--- src/rtl/id_exe_stage_reg_pkg.sv ---
`default_nettype none
// ============================================================================
//  Module   : id_exe_stage_reg_pkg
//  Brief    : Shared types for the ID/EXE elastic stage register:
//             ALU command encodings, the stage payload record, the
//             buffer-occupancy state enum and a small payload helper.
//  Revision : 1.0 - initial release
// ============================================================================
package id_exe_stage_reg_pkg;

  // Payload field widths; the payload record below is sized from these.
  localparam int P_DATA_W = 32;
  localparam int P_REG_AW = 4;

  // ALU command encodings carried in exe_cmd.
  localparam logic [3:0] c_EXE_MOV = 4'b0001;
  localparam logic [3:0] c_EXE_MVN = 4'b1001;
  localparam logic [3:0] c_EXE_ADD = 4'b0010;
  localparam logic [3:0] c_EXE_ADC = 4'b0011;
  localparam logic [3:0] c_EXE_SUB = 4'b0100;
  localparam logic [3:0] c_EXE_SBC = 4'b0101;
  localparam logic [3:0] c_EXE_AND = 4'b0110;
  localparam logic [3:0] c_EXE_ORR = 4'b0111;
  localparam logic [3:0] c_EXE_EOR = 4'b1000;
  // Compare/test reuse the subtract/and paths; loads and stores use add
  // for address generation.
  localparam logic [3:0] c_EXE_CMP = 4'b0100;
  localparam logic [3:0] c_EXE_TST = 4'b0110;
  localparam logic [3:0] c_EXE_LDR = 4'b0010;
  localparam logic [3:0] c_EXE_STR = 4'b0010;

  // Buffer occupancy: nothing held, main slot only, main and skid slots.
  typedef enum logic [1:0] {
    ST_EMPTY = 2'd0,
    ST_ONE   = 2'd1,
    ST_TWO   = 2'd2
  } stage_state_t;

  // Everything decode hands to execute for one instruction.
  typedef struct packed {
    logic [P_DATA_W-1:0] pc;
    logic                wb_en;
    logic                mem_r_en;
    logic                mem_w_en;
    logic                b;
    logic                s;
    logic                i;
    logic [3:0]          exe_cmd;
    logic [P_REG_AW-1:0] dest;
    logic [P_REG_AW-1:0] src1;
    logic [P_REG_AW-1:0] src2;
    logic [P_DATA_W-1:0] val_rn;
    logic [P_DATA_W-1:0] val_rm;
    logic [11:0]         shifter_operand;
    logic [23:0]         signed_imm_24;
    logic                carry;
  } id_exe_payload_t;

  // The Val2 generator treats any memory access as an address computation.
  function automatic logic f_for_mem(input id_exe_payload_t p);
    return p.mem_r_en | p.mem_w_en;
  endfunction

endpackage
`default_nettype wire

--- src/rtl/id_exe_stage_reg_payload_slot.sv ---
`default_nettype none
// ============================================================================
//  Module   : id_exe_stage_reg_payload_slot
//  Brief    : One payload storage slot of the ID/EXE buffer. Loads when
//             enabled and otherwise holds, so unused data never toggles.
//             Cleared asynchronously by the active-low reset.
//  Revision : 1.0 - initial release
// ============================================================================
module id_exe_stage_reg_payload_slot
  import id_exe_stage_reg_pkg::*;
(
  input  logic            clk,
  input  logic            rst_n,
  input  logic            i_load,
  input  id_exe_payload_t i_d,
  output id_exe_payload_t o_q
);

  id_exe_payload_t r_q;

  // Capture a new payload on load, otherwise hold the previous one.
  always_ff @(posedge clk or negedge rst_n) begin
    if (!rst_n) begin
      r_q <= '0;
    end else if (i_load) begin
      r_q <= i_d;
    end
  end

  assign o_q = r_q;

endmodule
`default_nettype wire

--- src/rtl/id_exe_stage_reg.sv ---
`default_nettype none
// ============================================================================
//  Module   : id_exe_stage_reg
//  Brief    : Elastic ID->EXE pipeline register. Two-entry skid buffer
//             (main + skid slot) with valid/ready on both sides, a
//             registered ID-side ready and a flush for taken branches.
//             Control outputs are forced low during bubbles.
//  Revision : 1.0 - initial release
// ============================================================================
module id_exe_stage_reg
  import id_exe_stage_reg_pkg::*;
#(
  // The payload record is sized by the package constants; keep these equal.
  parameter int DATA_W = P_DATA_W,
  parameter int REG_AW = P_REG_AW
) (
  input  logic              clk,
  input  logic              rst_n,
  input  logic              i_flush,
  // ID side handshake
  input  logic              i_id_valid,
  output logic              o_id_ready,
  // EXE side handshake
  output logic              o_exe_valid,
  input  logic              i_exe_ready,
  // Decoded fields from ID
  input  logic [DATA_W-1:0] i_pc,
  input  logic              i_wb_en,
  input  logic              i_mem_r_en,
  input  logic              i_mem_w_en,
  input  logic              i_b,
  input  logic              i_s,
  input  logic              i_i,
  input  logic [3:0]        i_exe_cmd,
  input  logic [REG_AW-1:0] i_dest,
  input  logic [REG_AW-1:0] i_src1,
  input  logic [REG_AW-1:0] i_src2,
  input  logic [DATA_W-1:0] i_val_rn,
  input  logic [DATA_W-1:0] i_val_rm,
  input  logic [11:0]       i_shifter_operand,
  input  logic [23:0]       i_signed_imm_24,
  input  logic              i_carry,
  // Registered fields to EXE
  output logic [DATA_W-1:0] o_pc,
  output logic              o_wb_en,
  output logic              o_mem_r_en,
  output logic              o_mem_w_en,
  output logic              o_b,
  output logic              o_s,
  output logic              o_i,
  output logic [3:0]        o_exe_cmd,
  output logic [REG_AW-1:0] o_dest,
  output logic [REG_AW-1:0] o_src1,
  output logic [REG_AW-1:0] o_src2,
  output logic [DATA_W-1:0] o_val_rn,
  output logic [DATA_W-1:0] o_val_rm,
  output logic [11:0]       o_shifter_operand,
  output logic [23:0]       o_signed_imm_24,
  output logic              o_carry,
  output logic              o_for_mem
);

  stage_state_t    r_state;
  stage_state_t    w_state_nxt;
  logic            r_id_ready;

  logic            w_exe_valid;
  logic            w_accept;
  logic            w_consume;
  logic            w_main_load;
  logic            w_main_from_skid;
  logic            w_skid_load;

  id_exe_payload_t w_in;
  id_exe_payload_t w_main_d;
  id_exe_payload_t w_main_q;
  id_exe_payload_t w_skid_q;

  assign w_in = '{
    pc:              i_pc,
    wb_en:           i_wb_en,
    mem_r_en:        i_mem_r_en,
    mem_w_en:        i_mem_w_en,
    b:               i_b,
    s:               i_s,
    i:               i_i,
    exe_cmd:         i_exe_cmd,
    dest:            i_dest,
    src1:            i_src1,
    src2:            i_src2,
    val_rn:          i_val_rn,
    val_rm:          i_val_rm,
    shifter_operand: i_shifter_operand,
    signed_imm_24:   i_signed_imm_24,
    carry:           i_carry
  };

  // The main slot is what EXE sees; it is valid whenever anything is held.
  assign w_exe_valid = (r_state != ST_EMPTY);
  // Ready comes straight from a flop, so accept never depends on exe_ready.
  assign w_accept    = i_id_valid & r_id_ready;
  assign w_consume   = w_exe_valid & i_exe_ready;

  // Next occupancy and which slot captures what; flush overrides everything
  // and leaves the slot contents untouched so data outputs do not toggle.
  always_comb begin
    w_state_nxt      = r_state;
    w_main_load      = 1'b0;
    w_main_from_skid = 1'b0;
    w_skid_load      = 1'b0;
    if (i_flush) begin
      w_state_nxt = ST_EMPTY;
    end else begin
      case (r_state)
        ST_EMPTY: begin
          if (w_accept) begin
            w_main_load = 1'b1;
            w_state_nxt = ST_ONE;
          end
        end
        ST_ONE: begin
          if (w_accept && w_consume) begin
            w_main_load = 1'b1;
          end else if (w_accept) begin
            w_skid_load = 1'b1;
            w_state_nxt = ST_TWO;
          end else if (w_consume) begin
            w_state_nxt = ST_EMPTY;
          end
        end
        ST_TWO: begin
          // Ready is low here, so only the drain of main into EXE matters.
          if (w_consume) begin
            w_main_load      = 1'b1;
            w_main_from_skid = 1'b1;
            w_state_nxt      = ST_ONE;
          end
        end
        default: begin
          w_state_nxt = ST_EMPTY;
        end
      endcase
    end
  end

  // Occupancy register plus ready precomputed from the next occupancy.
  always_ff @(posedge clk or negedge rst_n) begin
    if (!rst_n) begin
      r_state    <= ST_EMPTY;
      r_id_ready <= 1'b1;
    end else begin
      r_state    <= w_state_nxt;
      r_id_ready <= (w_state_nxt != ST_TWO);
    end
  end

  // The skid entry is always older than anything arriving from ID.
  assign w_main_d = w_main_from_skid ? w_skid_q : w_in;

  id_exe_stage_reg_payload_slot u_main_slot (
    .clk    (clk),
    .rst_n  (rst_n),
    .i_load (w_main_load),
    .i_d    (w_main_d),
    .o_q    (w_main_q)
  );

  id_exe_stage_reg_payload_slot u_skid_slot (
    .clk    (clk),
    .rst_n  (rst_n),
    .i_load (w_skid_load),
    .i_d    (w_in),
    .o_q    (w_skid_q)
  );

  assign o_id_ready  = r_id_ready;
  assign o_exe_valid = w_exe_valid;

  // Side-effecting controls are gated so a bubble can never write or branch.
  assign o_wb_en     = w_exe_valid & w_main_q.wb_en;
  assign o_mem_r_en  = w_exe_valid & w_main_q.mem_r_en;
  assign o_mem_w_en  = w_exe_valid & w_main_q.mem_w_en;
  assign o_b         = w_exe_valid & w_main_q.b;
  assign o_s         = w_exe_valid & w_main_q.s;
  assign o_for_mem   = w_exe_valid & f_for_mem(w_main_q);

  // Data fields pass through unchanged and simply hold during bubbles.
  assign o_pc              = w_main_q.pc;
  assign o_i               = w_main_q.i;
  assign o_exe_cmd         = w_main_q.exe_cmd;
  assign o_dest            = w_main_q.dest;
  assign o_src1            = w_main_q.src1;
  assign o_src2            = w_main_q.src2;
  assign o_val_rn          = w_main_q.val_rn;
  assign o_val_rm          = w_main_q.val_rm;
  assign o_shifter_operand = w_main_q.shifter_operand;
  assign o_signed_imm_24   = w_main_q.signed_imm_24;
  assign o_carry           = w_main_q.carry;

endmodule
`default_nettype wire

--- config.mk ---
export PLATFORM = sky130hd
export DESIGN_NAME = id_exe_stage_reg
export DESIGN_NICKNAME = d
export VERILOG_FILES = /design/src/rtl/id_exe_stage_reg_pkg.sv /design/src/rtl/id_exe_stage_reg_payload_slot.sv /design/src/rtl/id_exe_stage_reg.sv
export SDC_FILE = /design/constraint.sdc
export NUM_CORES = 1
export LEC_CHECK = 0
export BUFFER_PORTS_ARGS = -buffer_cell sky130_fd_sc_hd__buf_4
export CORE_UTILIZATION = 54
export CTS_CLUSTER_SIZE = 20
export DETAILED_ROUTE_END_ITERATION = 8
export PLACE_DENSITY = 0.77
export SLEW_MARGIN = 30
export SYNTH_ARGS = -nofsm -noshare
export SYNTH_HDL_FRONTEND = slang
export SYNTH_HIERARCHICAL = 1
export SYNTH_SLANG_ARGS = --single-unit
export TNS_END_PERCENT = 1
--- constraint.sdc ---
create_clock -name clk -period 2.62 [get_ports clk]
set_clock_uncertainty 0.05 [all_clocks]
set_input_delay 0.262 -clock clk [delete_from_list [all_inputs] [get_ports clk]]
set_output_delay 0.262 -clock clk [all_outputs]
set_load 0.02 [all_outputs]
* Word-level counts from Yosys, hierarchy flattened
Index checks and enable logic that the tools add are counted.
** Cells by class
- Reduce and logical (&&, ||, !) cells :: 3
- Equal/unequal tests :: 3
- Muxes and demuxes :: 18
- Bitwise operators :: 9
** Operators with widths (number)
- $mux 155 :: 1
- $mux 2 :: 6
- $mux 1 :: 9
- $and 1x1->1 :: 8
- $pmux 2 s3 :: 1
- $pmux 1 s3 :: 1
- $eq 2x1->1 const B :: 1
- $eq 2x2->1 const B :: 1
- $logic_not 2->1 :: 1
- $ne 2x2->1 const B :: 1
- $reduce_bool 2->1 :: 1
- $logic_and 1x1->1 :: 1
- $or 1x1->1 :: 1
** Storage, ports and cells
- Output and inout port bits :: 158
- Logic and storage cells :: 67
- Flip-flop bits (word level) :: 313
- Input port bits :: 160

* Depth between registers and ports, before layout
- Word-level depth :: 8
- Mapped depth :: 6
- Mapped depth without buffers :: 4

* Hierarchy
Netlist, hierarchy kept.
** By module, submodules not included
- id_exe_stage_reg_payload_slot :: sequential area each 3878.7 µm², times used 2, cells each 327, area an instance 5845.6 µm²
- id_exe_stage_reg :: sequential area each 76.3 µm², times used 1, cells each 201, area an instance 2229.6 µm²

* Worst setup path after synthesis
OpenSTA, ideal clock, no wires.
- Kind :: flip-flop to flip-flop
- From :: reg r_id_ready, in the netlist o_id_ready
- To :: reg u_main_slot.r_q (netlist bit u_main_slot/o_q[0])
- Arrival :: 1.925 ns
- Setup time :: 0.125 ns
- Path slack :: 0.520 ns
- Clock period less this slack :: 2.100 ns
- Cell stages (with the launch flop) :: 7
- Cells stage by stage :: dfstp_2 nand2_1 or3_1 a21oi_1 buf_6 clkbuf_8 mux2_2
** Between the ends
- Cells in the longest elaborated chain, start to end :: 5
- Elaborated cells between the ends (all ways) :: 6
- Those cells by class :: mux (4); bitwise (1); reduce/logical (1)
** Ends and longest elaborated chain
- start, declared :: RTL line id_exe_stage_reg.sv:65 : logic r_id_ready;
- start signal, assigned :: RTL line id_exe_stage_reg.sv:153 : r_id_ready <= (w_state_nxt != ST_TWO);
- $and 1x1->1 (*) :: RTL line id_exe_stage_reg.sv:101 : assign w_accept = i_id_valid & r_id_ready;
- $logic_and 1x1->1 :: RTL line id_exe_stage_reg.sv:122 : if (w_accept && w_consume) begin
- $mux 1 :: RTL line id_exe_stage_reg.sv:122
- $pmux 1 s3 (*) :: RTL line id_exe_stage_reg.sv:114 : case (r_state)
- $mux 1 (*) :: RTL line id_exe_stage_reg.sv:111 : if (i_flush) begin
- named net w_main_load :: RTL line id_exe_stage_reg.sv:70 : logic w_main_load;
- end signal, assigned :: RTL line id_exe_stage_reg_payload_slot.sv:26 : r_q <= i_d;
- end, declared :: RTL line id_exe_stage_reg_payload_slot.sv:19 : id_exe_payload_t r_q;
Mark *: on every way through the listed nets, which the timed path passes. The rest lies on a longest branch.
A chain may end at the register's enable or synchronous reset.

* Final worst setup path
- From :: reg r_id_ready, in the netlist o_id_ready
- To :: reg u_main_slot.r_q (netlist bit u_main_slot/o_q[152])
The elaborated chain is that of the path after synthesis.

==> results.yml <==
run_status:
  status: "completed"
sta:
  max_slew_margin: 0.665
  rsz0062_at_grt: "false"
  fin_crit_sh: 0.883
  setup_tns_ps: 0
  fmax_mhz: 432
  slew_viol_final: 0
  setup_viol: 0
  tightest_slew_ps: 501
  finalHoldViolCount: 0
  min_period_ps: 2310
cts:
  clk_latency_ps: 500
  clkSinkCount: 313
  numCtsBuffers: 35
  cts_setup_buffers: 0
  clkTransAtPathRegs_ps: 60
  clk_path_buf_depth: 3
  root_buffer: "clkbuf_16"
  h-tree-depth: 2
  cts_tree: "built"
global_route:
  grt_pass1_vias: 9700
  grt_overflow_total: 0
  grt.total_usage: 0.244
  antenna_found_initial: 1
  grt_start_max_net_pins: 82
  grt_pass1_wl_mm: 51.1
synthesis:
  synthArstFlopShare: 1.00
  yosys-top-cells-count: "mux2_2, dfrtp_1, mux2_1"
  syn_avg_cell_area_sq_um: 16.3
  yosys-top-cells-area: "dfrtp_1, mux2_2, mux2_1, clkbuf_8, buf_8"
  synth.top_cell.area_share: 0.561
  netlist_area_sq_um: 13900
  yosysWarnings: 6
  synth-seq-cells: 313
  synth_edf_count: 0
  yosysSeqAreaShare: 0.563
  synth_cell_types: 22
  synth_top_area_cell: "dfrtp_1"
  synth_nets: 1015
  synth.most_common_cell: "mux2_2"
  ys_dominant_reg_cell: "dfrtp_1"
  synth_cells: 855
setup_path:
  crit_end: "u_main_slot/o_q[152]"
  cp.required_ps: 2950
  worst_setup_path_end_kind: "register"
  worst-r2r-cell-count: 5
  timing.reg2reg.setup_slack_ps: 310
  crit_fanout: 81
  regToRegEndpoint: "u_main_slot/o_q[152]"
  rr_startpoint: "o_id_ready"
  startpoint_type: "register"
  path_class: "register to register"
  critical_path_arrival_ps: 2640
  crit_start: "o_id_ready"
detailed_routing:
  first_pass_iters: 4
  wl_per_cell_um: 18.7
  vias: 8893
  route.detailed.drc: 0
  dr.first_iter.drc_count: 326
  ant_nets: 0
  via_per_inst: 5.24
  routed_wl_mm: 31.7
final_layout:
  final_nets: 1499
  area_growth_pct: 37.6
  drive_gt1_frac: 0.588
  final_cells: 1696
  utilization: 0.759
  fill_cells: 1533
die:
  die-area_sq_um: 26400
  fp.dieH_um: 163
  core_sq_um: 25300
  initial_utilization: 0.551
  io_pins: 318
  die_w_um: 163
  rows: 58
hold_path:
  min-delay-start: "i_id_valid"
  worst_hold_path_type: "primary input to register"
power:
  max-vdd-ir-drop_mv: 0.648
  power.leakage_nw: 8.54
  power.density_nw_per_um2: 790
placed_design:
  numPortBuffers: 317
  hpwl_mm: 19.5
  dpl.cell_count: 1474
  place.gp.congestion: 0.749
flow_run:
  cap_violations: 0
==> through the flow <==
stage | area [sq um] | power [mW] | hold slack (ps) | setup WS (ps)
after floorplan | 13900 | 8.54 | -83.6 | 520
after global placement | 16400 | 9.88 | 184 | 358
after detailed placement | 16400 | 10.0 | 179 | 325
after CTS | 19200 | 15.2 | 73.6 | 304
after global routing | 19200 | 15.9 | 115 | 233
final | 19200 | 15.1 | 90.8 | 307
==> how the worst min path moves through the flow <==
| stage | endpoint | cells past startpoint |
|---|---|---|
| 6_report | o_id_ready | 3 |
| 5_1_grt | o_id_ready | 3 |
| 4_1_cts | o_id_ready | 3 |
| 3_5_place_dp | u_skid_slot/o_q[134] | 1 |
| 3_3_place_gp | u_main_slot/o_q[132] | 1 |
| 2_1_floorplan | r_state[0] | 0 |
==> kinds of logic after synthesis <==
kind of cell           count (synthesis)  share of synthesized area
and+or+nand+nor                       19                    0.00935
buffers and inverters                 54                     0.0499
muxes                                465                      0.376
DFF                                  313                      0.563
AOI/OAI and AO/OA                      4                    0.00189
==> power breakdown <==
group | internal [mW] | leakage [nW] | total (mW) | switching (mW)
clock | 3.05 | 0.577 | 4.94 | 1.89
combinational | 1.97 | 4.20 | 3.53 | 1.55
sequential | 6.04 | 3.77 | 6.68 | 0.643
==> worst max-delay path: stages, from the launching register on <==
cell     delay [ps]
dfstp_2         550
nand2_1          90
or3_1           410
a21oi_4         230
buf_12          420
mux2_2          400
==> area by class of cell <==
type / instances / area [sq um] / share of cell area
Antenna cell: 1 / 2.50 / 0.000131
Tap cell: 330 / 413 / 0.0215
Timing Repair Buffer: 498 / 4320 / 0.225
Multi-Input combinational cell: 488 / 5410 / 0.282
Sequential cell: 313 / 7830 / 0.409
Clock buffer: 53 / 1050 / 0.0546
Clock inverter: 10 / 128 / 0.00666
Inverter: 3 / 11.3 / 0.000588
==> registers in the layout (all words and copies together) (netlist names) <==
signal and cells:
u_main_slot/o_q 155, u_skid_slot/o_q 155, r_state 2, o_id_ready 1
==> routing by layer <==
| layer | GRT usage | vias up | share of wire |
|---|---|---|---|
| met2 | 0.416 | 256 | 0.50 |
| li1 | - | 4045 | - |
| met4 | 0.0760 | 0 | 0.025 |
| met5 | 0 | - | 0 |
| met3 | 0.0624 | 53 | 0.067 |
| met1 | 0.304 | 4539 | 0.41 |
==> repair_timing <==
action,in CTS,in global routing
hold buffers,158,0
resized for setup,0,0
hold endpoints to repair,210,0
==> placed cells by master, fill, tap and decap left out <==
cell type,instances
clkinvlp_4,1
clkbuf_1,10
diode_2,1
buf_4,325
dfstp_2,1
a211o_1,1
mux2_1,60
nand4b_1,1
dfrtp_1,312
nand2b_1,2
mux2_2,405
a21oi_4,1
buf_12,14
nand3b_1,1
nor4b_4,1
nor2_1,4
nor4_2,1
o21ai_0,1
bufinv_16,3
inv_1,3
or3_1,1
a211oi_1,1
nor2b_1,6
nand2_1,1
clkinv_2,6
clkbuf_16,37
buf_8,1
dlygate4sd3_1,158
nor4b_1,1
clkbuf_8,6
Note: power is estimated with default switching activity, not from simulation.
